## src/rtl/stage_if_prefetch.sv

```systemverilog
// ---------------------------------------------------------------------------
// stage_if_prefetch
//
// Instruction fetch stage with a DEPTH-entry prefetch FIFO of {pc, inst}
// pairs. Only one memory read is outstanding at a time. Returned
// instructions are queued so that ID can consume one per cycle without
// stalling. A taken branch flushes the queue, redirects the fetch pc and
// drops the result of any read that is still in flight.
//
// Ports:
//   clk         clock, all state updates on the rising edge
//   rst         synchronous active-high reset
//   br          redirect request (one-cycle pulse)
//   br_addr     redirect target, valid with br
//   id_stall    ID cannot accept the head entry this cycle
//   mem_busy    memory controller cannot accept a new read
//   mem_done    one-cycle pulse, mem_data_i holds the outstanding read data
//   mem_data_i  read data
//   mem_re      read request, one pulse per issued read
//   mem_addr_o  read address while mem_re is high, otherwise 0
//   pc_o        pc of the FIFO head, 0 when empty
//   inst_o      instruction at the FIFO head, 0 when empty
//   inst_valid  FIFO is non-empty
//   stallreq    ID must insert a bubble (FIFO empty)
// ---------------------------------------------------------------------------
module stage_if_prefetch #(
    parameter int ADDR_W  = 32,
    parameter int INST_W  = 32,
    parameter int DEPTH   = 4,
    parameter int PC_STEP = 4
) (
    input  logic              clk,
    input  logic              rst,
    input  logic              br,
    input  logic [ADDR_W-1:0] br_addr,
    input  logic              id_stall,
    input  logic              mem_busy,
    input  logic              mem_done,
    input  logic [INST_W-1:0] mem_data_i,
    output logic              mem_re,
    output logic [ADDR_W-1:0] mem_addr_o,
    output logic [ADDR_W-1:0] pc_o,
    output logic [INST_W-1:0] inst_o,
    output logic              inst_valid,
    output logic              stallreq
);

    localparam int PTR_W = $clog2(DEPTH);
    localparam int CNT_W = PTR_W + 1;

    typedef enum logic [1:0] {
        ST_IDLE,
        ST_WAIT,
        ST_DISCARD
    } state_t;

    state_t              state_q, state_d;
    logic [ADDR_W-1:0]   fetch_pc_q, fetch_pc_d;
    logic [ADDR_W-1:0]   issued_pc_q, issued_pc_d;
    logic [PTR_W-1:0]    wr_ptr_q, wr_ptr_d;
    logic [PTR_W-1:0]    rd_ptr_q, rd_ptr_d;
    logic [CNT_W-1:0]    count_q, count_d;
    logic [ADDR_W-1:0]   fifo_pc_q [DEPTH];
    logic [ADDR_W-1:0]   fifo_pc_d [DEPTH];
    logic [INST_W-1:0]   fifo_inst_q [DEPTH];
    logic [INST_W-1:0]   fifo_inst_d [DEPTH];

    logic has_room;
    logic push;
    logic pop;

    // Head-of-queue view for ID; everything reads zero when the queue is empty.
    always_comb begin
        inst_valid = (count_q != '0);
        stallreq   = !inst_valid;
        pc_o       = inst_valid ? fifo_pc_q[rd_ptr_q]   : '0;
        inst_o     = inst_valid ? fifo_inst_q[rd_ptr_q] : '0;
    end

    // Fetch control, queue bookkeeping and next-state logic.
    // Only one read is ever outstanding and reads only start from IDLE, so
    // checking for a free slot at issue time is enough to guarantee the
    // returning push always has room. A pop in the same cycle is not counted
    // as free space until the following cycle.
    always_comb begin
        state_d     = state_q;
        fetch_pc_d  = fetch_pc_q;
        issued_pc_d = issued_pc_q;
        wr_ptr_d    = wr_ptr_q;
        rd_ptr_d    = rd_ptr_q;
        count_d     = count_q;
        fifo_pc_d   = fifo_pc_q;
        fifo_inst_d = fifo_inst_q;

        has_room   = (count_q < CNT_W'(DEPTH));
        mem_re     = (state_q == ST_IDLE) && !mem_busy && !br && !rst && has_room;
        mem_addr_o = mem_re ? fetch_pc_q : '0;
        push       = (state_q == ST_WAIT) && mem_done && !br;
        pop        = inst_valid && !id_stall && !br;

        if (br) begin
            // Redirect: flush the queue and drop whatever is in flight. A read
            // returning in this same cycle is simply not pushed.
            fetch_pc_d = br_addr;
            wr_ptr_d   = '0;
            rd_ptr_d   = '0;
            count_d    = '0;
            if (state_q != ST_IDLE) begin
                state_d = mem_done ? ST_IDLE : ST_DISCARD;
            end
        end else begin
            case (state_q)
                ST_IDLE: begin
                    if (mem_re) begin
                        issued_pc_d = fetch_pc_q;
                        fetch_pc_d  = fetch_pc_q + ADDR_W'(PC_STEP);
                        state_d     = ST_WAIT;
                    end
                end
                ST_WAIT: begin
                    if (mem_done) begin
                        state_d = ST_IDLE;
                    end
                end
                ST_DISCARD: begin
                    if (mem_done) begin
                        state_d = ST_IDLE;
                    end
                end
                default: begin
                    state_d = ST_IDLE;
                end
            endcase

            if (push) begin
                fifo_pc_d[wr_ptr_q]   = issued_pc_q;
                fifo_inst_d[wr_ptr_q] = mem_data_i;
                wr_ptr_d              = wr_ptr_q + PTR_W'(1);
            end
            if (pop) begin
                rd_ptr_d = rd_ptr_q + PTR_W'(1);
            end
            if (push && !pop) begin
                count_d = count_q + CNT_W'(1);
            end else if (pop && !push) begin
                count_d = count_q - CNT_W'(1);
            end
        end
    end

    // State registers. Queue storage is not cleared on reset because the
    // count alone decides what is visible.
    always_ff @(posedge clk) begin
        if (rst) begin
            state_q     <= ST_IDLE;
            fetch_pc_q  <= '0;
            issued_pc_q <= '0;
            wr_ptr_q    <= '0;
            rd_ptr_q    <= '0;
            count_q     <= '0;
        end else begin
            state_q     <= state_d;
            fetch_pc_q  <= fetch_pc_d;
            issued_pc_q <= issued_pc_d;
            wr_ptr_q    <= wr_ptr_d;
            rd_ptr_q    <= rd_ptr_d;
            count_q     <= count_d;
        end
        fifo_pc_q   <= fifo_pc_d;
        fifo_inst_q <= fifo_inst_d;
    end

endmodule

```

## config.mk

```make
export PLATFORM = sky130hd
export DESIGN_NAME = stage_if_prefetch
export DESIGN_NICKNAME = d
export VERILOG_FILES = /design/src/rtl/stage_if_prefetch.sv
export SDC_FILE = /design/constraint.sdc
export NUM_CORES = 1
export LEC_CHECK = 0
export CAP_MARGIN = 20
export CELL_PAD_IN_SITES_DETAIL_PLACEMENT = 1
export CELL_PAD_IN_SITES_GLOBAL_PLACEMENT = 1
export CORE_MARGIN = 3
export CORE_UTILIZATION = 25
export CTS_CLUSTER_SIZE = 12
export DETAILED_ROUTE_END_ITERATION = 12
export GPL_TIMING_DRIVEN = 0
export PLACE_DENSITY_LB_ADDON = 0.1
export SLEW_MARGIN = 25
export SYNTH_ARGS = -nofsm -noshare
export SYNTH_HDL_FRONTEND = slang
export SYNTH_SLANG_ARGS = --single-unit
```

## constraint.sdc

```tcl
create_clock -name clk -period 4.1 [get_ports clk]
set_input_delay 0.615 -clock clk [delete_from_list [all_inputs] [get_ports clk]]
set_output_delay 0.615 -clock clk [all_outputs]
set_load 0.05 [all_outputs]
```

== After elaboration in Yosys (flattened, before gate mapping) ==
Index checks and enable logic that the tools add are counted.

* Flip-flop bits (word level): 329
* Input port bits: 70
* Output and inout port bits: 99
* Word-level logic and storage cells: 85

* Add/sub/neg operators: 5
* $lt $le $gt $ge: 4
* Eq/ne operators: 5
* Mux-type cells: 24
* Bitwise operators: 3
* Reduce and logical (&&, ||, !) cells: 30

{| class="wikitable"
|+ Operator list
! kind !! count
|-
| two-way mux 32 bit || 11
|-
| bitwise mux 128 bit || 2
|-
| binary-select mux 32 bit (select 2 bit) || 2
|-
| demux 32 bit (select 2 bit) || 1
|-
| adder 32 x 3 -> 32 bit, second input constant || 1
|-
| logical AND 1 bit || 11
|-
| two-way mux 2 bit || 5
|-
| nonzero test 2 bit || 4
|-
| logical NOT 1 bit || 7
|-
| >= comparator 3 bit, second input constant || 2
|-
| two-way mux 3 bit || 2
|-
| inverter 2 -> 3 bit || 2
|-
| AND reduction 3 bit || 2
|-
| adder 2 x 1 -> 2 bit, second input constant || 2
|-
| case mux 2 bit (2 select lines) || 1
|-
| AND reduction 2 bit || 2
|-
| OR reduction 2 bit || 2
|-
| adder 3 x 1 -> 3 bit, second input constant || 1
|-
| less-than comparator 3 x 1 -> 1 bit, second input constant || 1
|-
| less-than comparator 3 bit, second input constant || 1
|-
| inequality test 3 x 1 -> 1 bit, second input constant || 1
|-
| inequality test 3 bit, second input constant || 1
|-
| nonzero test 3 bit || 1
|-
| subtractor 3 x 1 -> 3 bit, second input constant || 1
|-
| other kinds (5) || 5
|}

== Depth between registers and ports, before layout ==
* Depth in word-level cells: 8
* Gate-level depth with buffers: 10
* Depth with buffers taken out: 10

== Worst setup path after synthesis ==
OpenSTA, ideal clock, no wires.

* Kind: input port to flip-flop
* Start point: input port br
* End point: register fifo_inst_q[0] (netlist bit) (enable)
* Library setup time: 429 ps
* Arrival time: 2791 ps
* Data required time: 3671 ps
* Slack: 880 ps
* Stages on the path: 4
* Path buffers: 2
* Cells stage by stage: clkbuf_1 -> buf_1 -> nor2_1 -> and2_1

* Word-level cells in the longest chain between the ends: 3
* Elaborated cells between the ends (all ways): 4
* Those cells by class: 1 x bitwise; 3 x reduce/logical

{| class="wikitable"
|+ Ends and longest elaborated chain
! item !! RTL line !! RTL
|-
| from (decl) || 34 || <nowiki>input logic br,</nowiki>
|-
| logical NOT 1 bit || 98 || <nowiki>push = (state_q == ST_WAIT) && mem_done && !br;</nowiki>
|-
| logical AND 1 bit || 98 ||
|-
| net push || 69 || <nowiki>logic push;</nowiki>
|-
| AND reduction 2 bit (no source line) || -- ||
|-
| to (signal assigned) || 170 || <nowiki>fifo_inst_q <= fifo_inst_d;</nowiki>
|-
| to (decl) || 65 || <nowiki>logic [INST_W-1:0] fifo_inst_q [DEPTH];</nowiki>
|}

The timed path passes the listed nets, and every way through them passes these cells.
A chain may end at the register's enable or synchronous reset.

== Worst setup path after layout ==
* Start point: register rd_ptr_q[0]
* End point: output port pc_o[27]

* Word-level cells in the longest chain between the ends: 5

{| class="wikitable"
|+ Ends and longest elaborated chain
! item !! RTL line !! RTL
|-
| from (decl) || 61 || <nowiki>logic [PTR_W-1:0] rd_ptr_q, rd_ptr_d;</nowiki>
|-
| from (signal assigned) || 166 || <nowiki>rd_ptr_q <= rd_ptr_d;</nowiki>
|-
| inverter 2 -> 3 bit (implied by the code) || 76 || <nowiki>pc_o = inst_valid ? fifo_pc_q[rd_ptr_q] : '0;</nowiki>
|-
| binary-select mux 32 bit (select 2 bit) || 76 ||
|-
| two-way mux 32 bit (implied by the code) (2 in series) || 76 ||
|-
| two-way mux 32 bit || 76 ||
|-
| to (decl) || 42 || <nowiki>output logic [ADDR_W-1:0] pc_o,</nowiki>
|}

Every way passes these cells. The select of a mux whose other input is x is not followed.

==> flow_results.org <==
** Job
- Across the run, the number of max-cap violations was 0.

** Setup path
- Arrival time worst endpoint :: 3.24 ns
- The critical path is of the register to primary output type.
- In this run the critical register-to-register path is captured at count_q[2]$_SDFFE_PP0P_.
- For this design, the slowest cell found on the critical path is sky130_fd_sc_hd__clkdlybuf4s50_1.
- The signal on the critical path passes through clkdlybuf4s15_2, buf_4, mux4_2, and2_1, clkdlybuf4s50_1.
- Maximum single-stage delay on the critical path :: 0.73 ns
- Worst-case reg-to-reg path depth :: 9
- Setup slack, reg-to-reg :: about 1.4 ns
- Data on the critical path is required at its endpoint by around 3.5 ns.
- CP Capture Type :: primary output
- Critical path peak fanout :: 10
- Type of element launching the critical path :: register
- Source of the worst register-to-register timing path :: count_q[2]$_SDFFE_PP0P_

** Clock tree
- Clock latency on the worst-skew pair, taken at its later pin, is 0.55 ns.
- The clock drives 329 sinks.
- TritonCTS created 41 clock buffers.
- TritonCTS clock tree :: done
- The clock passes through at most 3 buffers.
- Clock transition at the registers of the reported paths :: 0.06 ns
- The H-tree was split into 2 levels.
- The tree is rooted in a sky130_fd_sc_hd__clkbuf_16.

** Global routing
- Across every metal layer, demand over resource in global routing totals 0.136.
- Antenna violations before repair :: 1
- Entering global routing, the biggest net connects 37 pins.
- After global routing the overflow that remains totals 0.
- The first global-routing pass estimated 57.6 mm of wire.
- The number of global-route vias before repair was between 8k and 9k.

** Timing
- Normalized max-slew margin :: 0.394
- On the final layout, the worst clock skew is 0.0154 ns.
- Unrepaired setup endpoints after global routing :: false
- Summed over all failing endpoints, the final setup total negative slack is 0 ns.
- Setup violations remaining at the end of the flow were counted as 0.
- The number of max-slew violations in the final report was 0.
- Timing would allow up to about 0.26 GHz.
- Post-route clock period utilization :: 0.941
- Final critical path time including I/O delays and setup :: 3.86 ns
- For the pin with the worst max-slew slack, the measured transition is 0.909 ns.
- The number of failing hold endpoints at the final stage is 0.

** Floorplanning
- Row generation in the floorplan step produced 83 rows.
- For this configuration, the core starts out at a cell density of 0.255.
- Area enclosed by the die boundary :: 55800 um^2
- DIE WIDTH :: 236 um
- Pin placement for this block handled 169 I/O pins.
- After floorplanning, the core was sized to cover 51900 um^2.
- The floorplan step set the die height to 236 um.

** Worst hold path
- The path with the worst hold slack has its endpoint at state_q[1]$_SDFFE_PP0P_.
- Startpoint of the tightest hold check path :: state_q[1]$_SDFFE_PP0P_
- Hold Crit Class :: register to register
- Worst Hold Depth :: 2

** Routing
- Final routed DRC violation total :: 0
- DRC violation total after the first TritonRoute iteration :: 375
- DR vias/cell :: 4.48
- Final routed wire length divided by cell count :: 21.3 um
- Summed over all layers, the routed wires come to 38.3 mm.
- Number of vias in the routed layout :: 8080
- The count of nets left with antenna violations once routing finished came out at 0.
- The first detailed-routing pass ran for 4 iterations.

** Finish
- Relative area change from synthesis to final layout :: 30.7%
- At the end of the flow, the number of nets in the layout was ~1.2k.
- Measured on the finished design, the core utilization comes to 0.334.
- 0 antenna diodes ended up in the layout.
- The filler cells instantiated in the layout total roughly 5.4k.
- Leaving out fill and tap cells, the most frequent cell in the layout is sky130_fd_sc_hd__edfxtp_1.
- In the final layout, the share of cells above drive strength 1 is 0.142.
- Commonest non-fill, non-tap cells in the layout :: 256 x sky130_fd_sc_hd__edfxtp_1, 139 x sky130_fd_sc_hd__clkdlybuf4s50_1, 82 x sky130_fd_sc_hd__nand2_1

** Synthesis
- Post-synthesis cell area :: 13300 um^2
- Of the post-synthesis cell area, the part taken by muxes is 0.112.
- Part of the Yosys area used for sequential elements :: 0.690
- Area contributors post-synth :: sky130_fd_sc_hd__edfxtp_1 58%, sky130_fd_sc_hd__dfxtp_1 11%, sky130_fd_sc_hd__mux4_2 11%
- Leading area contributor after synthesis :: sky130_fd_sc_hd__edfxtp_1
- Of the total synthesized cell area, the portion taken by AND, OR, NAND and NOR gates is 0.105.
- Of the total synthesized cell area, the portion taken by full adders, half adders and majority gates is 0.00906.
- Synth Area per Inst :: 15.2 um^2
- Of the total synthesized cell area, the portion taken by XOR and XNOR cells is 0.00925.
- Of all flip-flops after synthesis, the portion carrying an async set or reset was 0.
- During synthesis, Yosys emitted a total of 0 warnings.
- The share of the synthesized area in compound gates (AO/OA/AOI/OAI) was 0.0450.
- In this run, synthesis produced a sequential element count of 329.
- Netlist cell types :: 49
- Dominant combinational cell family by area after synthesis :: multiplexers
- Synthesis handed over a netlist of 872 instances.
- The number of nets in the synthesized netlist is between 900 and 1k.
- Main synth FF type :: sky130_fd_sc_hd__edfxtp_1
- The share of synthesized area in the top cell type comes to 0.580.
- Number of enable-type register cells in the synthesized netlist :: 256

** Place
- At the end of routability-driven placement, the weighted congestion stood at 0.735.
- Final HPWL from detailed placement :: 25.8 mm
- Buffers placed on the I/O ports in this run total between 150 and 200.

** Power and ir drop
- Of the total power, the clock network draws 0.478.
- Switching power :: 0.00165 W
- Of the total power, the share spent switching nets is 0.215.
- Power Density :: 443 nW/um^2
- Leakage power :: roughly 6 nW
- The worst-case IR drop observed on VDD is between 0.0002 and 0.00025 V.
- Of the total power, registers draw 0.476.
- Portion of total power attributed to combinational logic :: 0.046
- The design draws 0.00766 W.
- The internal power of the cells totals 0.00602 W.

** Status
- The flow ran to the end, and the final reports show no timing, DRC or antenna violations.
## state kept, by name, summed over array words and instances, names as in the netlist
register     cells
fifo_inst_q    128
fifo_pc_q      128
fetch_pc_q      32
issued_pc_q     32
count_q          3
rd_ptr_q         2
state_q          2
wr_ptr_q         2
## final cells by class
| class | count | area, um^2 | share of cell area |
|---|---|---|---|
| well taps | 680 | 851 | 0.0491 |
| clock buffers | 54 | 1140 | 0.0657 |
| flip-flops and latches | 329 | 9150 | 0.528 |
| clock inverters | 22 | 235 | 0.0136 |
| repair buffers | 174 | 1790 | 0.103 |
| plain buffers | 50 | 236 | 0.0137 |
| inverters | 47 | 178 | 0.0103 |
| multi-input cells | 446 | 3750 | 0.216 |
## worst max-delay path: cells and delay by family (launching register included)
kind | cells | cell delay (ns)
buf+inv | 3 | 1.56
flops | 1 | 0.41
simple gates | 1 | 0.18
mux | 1 | 0.53
## synth_stat cells, drive strengths merged (5+ instances only)
cell / instances
edfxtp: 256
nand2: 83
nand4: 7
a311oi: 12
inv: 46
and2: 70
o21ai: 6
nor2: 32
nand3: 11
dfxtp: 73
a21oi: 45
o31ai: 11
xor2: 6
xnor2: 8
buf: 18
or4: 9
nor3: 5
mux4: 64
and3: 5
nor4: 10
ha: 8
or3: 9
clkbuf: 32
a211oi: 10
## kinds of logic (layout without fill, tap and decap cells)
group	count (synthesis)	after routing
adders and majority gates	9	9
and+or+nand+nor	261	261
muxes	68	68
buffers and inverters	97	347
AOI/OAI and AO/OA	94	94
DFF	329	329
xor gates and xnor gates	14	14
## per-layer routing
metal | global-route usage | routed length, um | up-vias
met5 | 0 | 0 | -
met4 | 0.0390 | 676 | 0
met3 | 0.0239 | 1510 | 44
met2 | 0.221 | 18100 | 167
met1 | 0.187 | 18000 | 4138
li1 | - | - | 3731
## metrics by stage
stage / area, um^2 / worst slack, ns / std cells / hold slack [ns]
2_1_floorplan: 13300 / 0.880 / 872 / 0.450
3_3_place_gp: 15800 / -1.62 / 1720 / 0.465
3_5_place_dp: 15900 / -0.600 / 1726 / 0.482
4_1_cts: 17300 / 0.00219 / 1802 / 0.491
5_1_grt: 17300 / 0.0382 / 1802 / 0.505
6_report: 17300 / 0.243 / 1802 / 0.493
## timing repair
action / CTS / global route
setup endpoints to repair: 91 / 34
gates resized for setup: 40 / 5
setup buffers: 0 / 0
hold buffers: 0 / 0
## power by group through the flow
stage / Sequential, W / Clock, W / Combinational [W]
3_3_place_gp: 0.00372 / 0 / 0.000355
6_report: 0.00365 / 0.00366 / 0.000350
4_1_cts: 0.00365 / 0.00379 / 0.000358
3_5_place_dp: 0.00372 / 0 / 0.000358
5_1_grt: 0.00365 / 0.00393 / 0.000380
2_1_floorplan: 0.00371 / 0 / 0.000176
## how the worst max path moves through the flow
stage                             startpoint                       end  slack [ns]  cells past startpoint
floorplan                                 br  fifo_inst_q[0]$_DFFE_PP_        0.88                      4
global placement                          br   fifo_pc_q[50]$_DFFE_PP_       -1.62                      5
detailed placement                  mem_busy            mem_addr_o[15]       -0.60                      8
CTS                  count_q[2]$_SDFFE_PP0P_                inst_o[21]       0.002                      5
global route        rd_ptr_q[0]$_SDFFE_PP0P_                  pc_o[27]        0.04                      5
finish              rd_ptr_q[0]$_SDFFE_PP0P_                  pc_o[27]        0.24                      5
(Power assumes the default switching activity.)
